File: src/rtl/game_pkg.sv
// Shared game types: direction encoding reused by Hero_move for decode,
// the button-controller state encoding, and small direction helpers.
package game_pkg;

    // Direction code; also the bit index of each button/pulse vector.
    typedef enum logic [1:0] {
        DIR_UP    = 2'd0,
        DIR_DOWN  = 2'd1,
        DIR_LEFT  = 2'd2,
        DIR_RIGHT = 2'd3
    } dir_t;

    // IDLE: nothing latched; DELAY: waiting for the first repeat;
    // REPEAT: issuing periodic repeat pulses.
    typedef enum logic [1:0] {
        IDLE   = 2'd0,
        DELAY  = 2'd1,
        REPEAT = 2'd2
    } btn_state_t;

    localparam int NUM_BTNS = 4;

    // Picks one direction among simultaneous presses: up > down > left > right.
    function automatic dir_t pick_dir(input logic [NUM_BTNS-1:0] press);
        dir_t d;
        if (press[0]) begin
            d = DIR_UP;
        end else if (press[1]) begin
            d = DIR_DOWN;
        end else if (press[2]) begin
            d = DIR_LEFT;
        end else begin
            d = DIR_RIGHT;
        end
        return d;
    endfunction

    // One-hot pulse vector for a direction, indexed like the button vector.
    function automatic logic [NUM_BTNS-1:0] dir_onehot(input dir_t d);
        logic [NUM_BTNS-1:0] oh;
        oh = 4'b0001 << d;
        return oh;
    endfunction

endpackage

File: src/rtl/btn_debounce.sv
// Per-button conditioner: two-flop synchroniser, counter-based debounce
// and a registered rising-edge flag on the debounced level.
module btn_debounce
    import game_pkg::*;
#(
    parameter int DEBOUNCE_CYCLES = 4
) (
    input  logic clk_1,
    input  logic rst,
    input  logic raw,
    output logic stable,
    output logic rise
);

    localparam int CW = $clog2(DEBOUNCE_CYCLES + 1);
    localparam logic [CW-1:0] CNT_LAST = CW'(DEBOUNCE_CYCLES - 1);

    logic          sync1;
    logic          sync2;
    logic [CW-1:0] cnt;

    // Bring the asynchronous button level into the clk_1 domain.
    always_ff @(posedge clk_1 or negedge rst) begin
        if (!rst) begin
            sync1 <= 1'b0;
            sync2 <= 1'b0;
        end else begin
            sync1 <= raw;
            sync2 <= sync1;
        end
    end

    // Flip the stable level only after the synchronised level has disagreed
    // with it for DEBOUNCE_CYCLES consecutive cycles; flag a 0->1 flip.
    always_ff @(posedge clk_1 or negedge rst) begin
        if (!rst) begin
            stable <= 1'b0;
            cnt    <= '0;
            rise   <= 1'b0;
        end else begin
            rise <= 1'b0;
            if (sync2 != stable) begin
                if (cnt == CNT_LAST) begin
                    stable <= sync2;
                    cnt    <= '0;
                    rise   <= sync2;
                end else begin
                    cnt <= cnt + 1'b1;
                end
            end else begin
                cnt <= '0;
            end
        end
    end

endmodule

File: src/rtl/direction_button_ctrl.sv
// Turns four bouncy push-buttons into single-cycle up/down/left/right move
// pulses for Hero_move, with priority arbitration and auto-repeat on hold.
module direction_button_ctrl
    import game_pkg::*;
#(
    parameter int DEBOUNCE_CYCLES = 4,
    parameter int REPEAT_DELAY    = 8,
    parameter int REPEAT_PERIOD   = 4
) (
    input  logic clk_1,
    input  logic rst,
    input  logic btn_up,
    input  logic btn_down,
    input  logic btn_left,
    input  logic btn_right,
    output logic up,
    output logic down,
    output logic left,
    output logic right,
    output logic held
);

    // The repeat counter is shared by the delay and period countdowns.
    localparam int CNT_MAX = (REPEAT_DELAY > REPEAT_PERIOD) ? REPEAT_DELAY : REPEAT_PERIOD;
    localparam int CW      = (CNT_MAX > 1) ? $clog2(CNT_MAX) : 1;
    localparam logic [CW-1:0] DELAY_LOAD  = CW'(REPEAT_DELAY - 1);
    localparam logic [CW-1:0] PERIOD_LOAD = CW'(REPEAT_PERIOD - 1);

    // Button vectors are indexed by dir_t: bit 0 up, 1 down, 2 left, 3 right.
    logic [NUM_BTNS-1:0] raw_btn;
    logic [NUM_BTNS-1:0] stable;
    logic [NUM_BTNS-1:0] press;

    btn_state_t          state;
    btn_state_t          state_next;
    dir_t                dir;
    dir_t                dir_next;
    dir_t                press_dir;
    logic [CW-1:0]       cnt;
    logic [CW-1:0]       cnt_next;
    logic [NUM_BTNS-1:0] pulse;
    logic [NUM_BTNS-1:0] pulse_next;

    assign raw_btn = {btn_right, btn_left, btn_down, btn_up};

    for (genvar i = 0; i < NUM_BTNS; i++) begin : g_btn
        btn_debounce #(
            .DEBOUNCE_CYCLES(DEBOUNCE_CYCLES)
        ) u_debounce (
            .clk_1 (clk_1),
            .rst   (rst),
            .raw   (raw_btn[i]),
            .stable(stable[i]),
            .rise  (press[i])
        );
    end

    assign press_dir = pick_dir(press);

    // Next-state logic: latch a new direction from IDLE, then count down to
    // the first repeat and each following repeat until that button releases.
    always_comb begin
        state_next = state;
        dir_next   = dir;
        cnt_next   = cnt;
        pulse_next = '0;
        unique case (state)
            IDLE: begin
                if (|press) begin
                    dir_next   = press_dir;
                    pulse_next = dir_onehot(press_dir);
                    cnt_next   = DELAY_LOAD;
                    state_next = DELAY;
                end
            end
            DELAY, REPEAT: begin
                if (!stable[dir]) begin
                    state_next = IDLE;
                end else if (cnt == '0) begin
                    pulse_next = dir_onehot(dir);
                    cnt_next   = PERIOD_LOAD;
                    state_next = REPEAT;
                end else begin
                    cnt_next = cnt - 1'b1;
                end
            end
            default: begin
                state_next = IDLE;
            end
        endcase
    end

    // State, latched direction, countdown and registered move pulses.
    always_ff @(posedge clk_1 or negedge rst) begin
        if (!rst) begin
            state <= IDLE;
            dir   <= DIR_UP;
            cnt   <= '0;
            pulse <= '0;
        end else begin
            state <= state_next;
            dir   <= dir_next;
            cnt   <= cnt_next;
            pulse <= pulse_next;
        end
    end

    assign up    = pulse[DIR_UP];
    assign down  = pulse[DIR_DOWN];
    assign left  = pulse[DIR_LEFT];
    assign right = pulse[DIR_RIGHT];
    assign held  = (state != IDLE);

endmodule
File: config.mk
export PLATFORM = sky130hd
export DESIGN_NAME = direction_button_ctrl
export DESIGN_NICKNAME = d
export VERILOG_FILES = /design/src/rtl/game_pkg.sv /design/src/rtl/btn_debounce.sv /design/src/rtl/direction_button_ctrl.sv
export SDC_FILE = /design/constraint.sdc
export NUM_CORES = 1
export LEC_CHECK = 0
export ABC_AREA = 1
export CORE_ASPECT_RATIO = 1.4
export CORE_UTILIZATION = 55
export DETAILED_ROUTE_END_ITERATION = 16
export GPL_TIMING_DRIVEN = 0
export MAX_ROUTING_LAYER = met4
export PLACE_DENSITY = 0.75
export SLEW_MARGIN = 15
export SYNTH_ARGS = -nofsm -noshare
export SYNTH_HDL_FRONTEND = slang
export SYNTH_HIERARCHICAL = 1
export SYNTH_SLANG_ARGS = --single-unit
File: constraint.sdc
create_clock -name clk_1 -period 2.1 [get_ports clk_1]
set_clock_uncertainty 0.2 [all_clocks]
set_input_delay 0.21 -clock clk_1 [delete_from_list [all_inputs] [get_ports clk_1]]
set_output_delay 0.21 -clock clk_1 [all_outputs]
set_load 0.05 [all_outputs]
==> summary.md <==
| Metric | Value |
|---|---|
| Via count | 1,288 |
| Placed Instances | 247 |
| Final nets | 233 |
| Reg clk slew, reported paths | 80 ps |
| Setup CP Type | reg2out |
| Final cell count without fillers | 256 |
| Max VDD drop | 0.000740 V |
| Root Driver | clkbuf_8 |
| Pleak | 1.10 nW |
| Per-cell routed wire length | 11.1 µm |
| CP Capture Type | output port |
| Bufs and invs on worst path | 1 |
| Min Hold Slack | 150 ps |
| Req. time, crit path | 1690 ps |
| Clock buffer count from CTS | 5 |
| Max Slew Vio Count | 0 |
| Minimum clock period | 1830 ps |
| Post-synthesis cell area | 0.00176 mm² |
| Max_cap viols | 0 |
| CP Data Arrival Time | 1420 ps |
| Placed wire-length estimate | 2100 µm |
| Slew margin rel. | 0.672 |
| Area Growth Syn to Fin | 17.6% |
| Die Ht | 69.0 µm |
| Highest Clock Rate | 548 MHz |
| Commonest non-fill, non-tap cells in the layout | nand2_1 (54), dfrtp_1 (39), inv_1 (33) |
| DIE WIDTH | 49.9 µm |
| Synth Area per Inst | 8.86 µm² |
| Share of cells above drive strength 1 | 0.128 |
| Flops & latches, synth | 39 |
| Worst Tran Pin Value | 490 ps |
| Core region area | 0.00296 mm² |
| Finished Cell Area | 0.00207 mm² |
| Routed vias/inst | 5.03 |
| Largest net degree at the start of global routing | 26 |
| Iter 0 DRT Violations | 30 |
| Ys Warns | 6 |
| # H-tree levels | 2 |
| Synth Net Count | 214 |
| CP peak stage delay | 790 ps |
| Worst-path maximum fanout | 1 |
| Clock tree from TritonCTS | done |
| Final worst-path cycle share | 0.869 |
| Placed standard-cell area | 0.00193 mm² |
| Commonest non-fill, non-tap cell in the layout | nand2_1 |
| Routed Antenna Nets | 0 |
| Initial antenna violation count | 0 |
| Total Power | 0.00274 W |
| Worst hold path class | in2reg |
| Setup Total Neg Slack | 0 ps |
| Pwr dens | 1320 mW/mm² |
| Drt pass-1 iters | 4 |
| DRC Markers | 0 |
| CTS max path bufs | 2 |
| Endpoints failing setup | 0 |
| Clk Latency, worst-skew pair | 290 ps |
| Synth unique cells | 15 |
| Total grt overflow | 0 |
| Number of global-route vias before repair | 1,256 |
| Global-route wire length before repair | 5060 µm |
| I/O pin total | 11 |
| Seq/Total Area, Yosys | 0.554 |
| Critical path, cell by cell | clkdlybuf4s50_1 |
| Total global-route track usage | 0.213 |
| Final Hold Fails | 0 |
| ANT cells | 0 |
| # clock sinks | 39 |
| GP Congestion | 0.977 |
| CP max-delay cell | clkdlybuf4s50_1 |
| # port buffers | 10 |
| Cell family with most CP delay | buffers and inverters |
| Run status | complete, no violations |
| FP Rows | 23 |
| Initial Util | 0.595 |
| Die area | 0.00344 mm² |
| Drt total wl | 2850 µm |
| CP Launch Type | flop |
| RSZ-0062 raised after global routing | false |
| Synth Instances | 199 |
layer usage:
layer	routed length [µm]	global-route usage
met5	0	-
met4	76	0.146
met3	97	0.0592
met2	1560	0.383
met1	1120	0.194
area by class of cell:
cell class                      count  area [µm²]
Buffer                              1        13.8
Timing Repair Buffer               12         128
Multi-Input combinational cell    125         646
Fill cell                         226         891
Inverter                           34         128
Sequential cell                    39         976
Clock buffer                        5        68.8
Tap cell                           37        46.3
Clock inverter                      3        67.6
repair_timing:
item | in CTS | in global routing
hold endpoints to repair | 39 | 0
setup buffers | 0 | 0
hold buffers | 1 | 0
gates resized for setup | 1 | 2
setup endpoints to repair | 1 | 1
cell families (layout without fill, tap and decap cells):
family	count (synthesis)	count (layout)	share of synthesized area
AND/OR/NAND/NOR	110	110	0.284
flip-flops	39	39	0.554
adder cells (fa/ha/maj)	9	9	0.0639
buffers and inverters	35	55	0.0802
AO/OA/AOI/OAI	6	6	0.0185
report_power, final:
group	switching [W]	total (W)	internal [W]	leakage (nW)
clock	0.000259	0.000732	0.000474	0.0644
combinational	0.000603	0.000953	0.000350	0.533
sequential	0.000124	0.00106	0.000932	0.498
cells in the mapped netlist:
cell	count	area, µm²
nand2_4	4	45.0
nand3_1	16	80.1
clkbuf_8	1	13.8
o21bai_1	1	7.51
inv_1	33	124
ha_1	9	113
nand2_1	54	203
or2_4	1	8.76
nand2_2	10	62.6
nor2_1	20	75.1
a21oi_1	5	25.0
nand4_1	1	6.26
dfrtp_1	39	976
inv_2	1	3.75
nor3_1	4	20.0
state kept, by name (all words and copies together) (netlist names):
register                 count
g_btn.u_debounce/cnt        12
pulse                        4
g_btn.u_debounce/rise        4
cnt                          3
g_btn.u_debounce/sync1       4
g_btn.u_debounce/sync2       4
state                        2
g_btn.u_debounce/stable      4
dir                          2
final timing paths:
check	start	endpoint	slack [ps]	cells past startpoint
setup / recovery	pulse[2]$_DFF_PN0_	left	270	1
hold / removal	btn_down	g_btn[1].u_debounce/sync1$_DFF_PN0_	150	1
setup reg to reg	state[0]$_DFFE_PN0P_	cnt[1]$_DFFE_PN0P_	430	8
hold reg to reg	g_btn[0].u_debounce/sync1$_DFF_PN0_	g_btn[0].u_debounce/sync2$_DFF_PN0_	150	0
max in group asynchronous	rst	g_btn[0].u_debounce/sync1$_DFF_PN0_	1080	3
min in group asynchronous	rst	state[0]$_DFFE_PN0P_	170	2
metrics by stage:
stage	utilization	worst slack, ps
6_report	0.699	275
5_1_grt	0.699	192
4_1_cts	0.701	32.8
3_5_place_dp	0.652	82.5
3_3_place_gp	0.644	-233
2_1_floorplan	-	360
(Power assumes the default switching activity.)
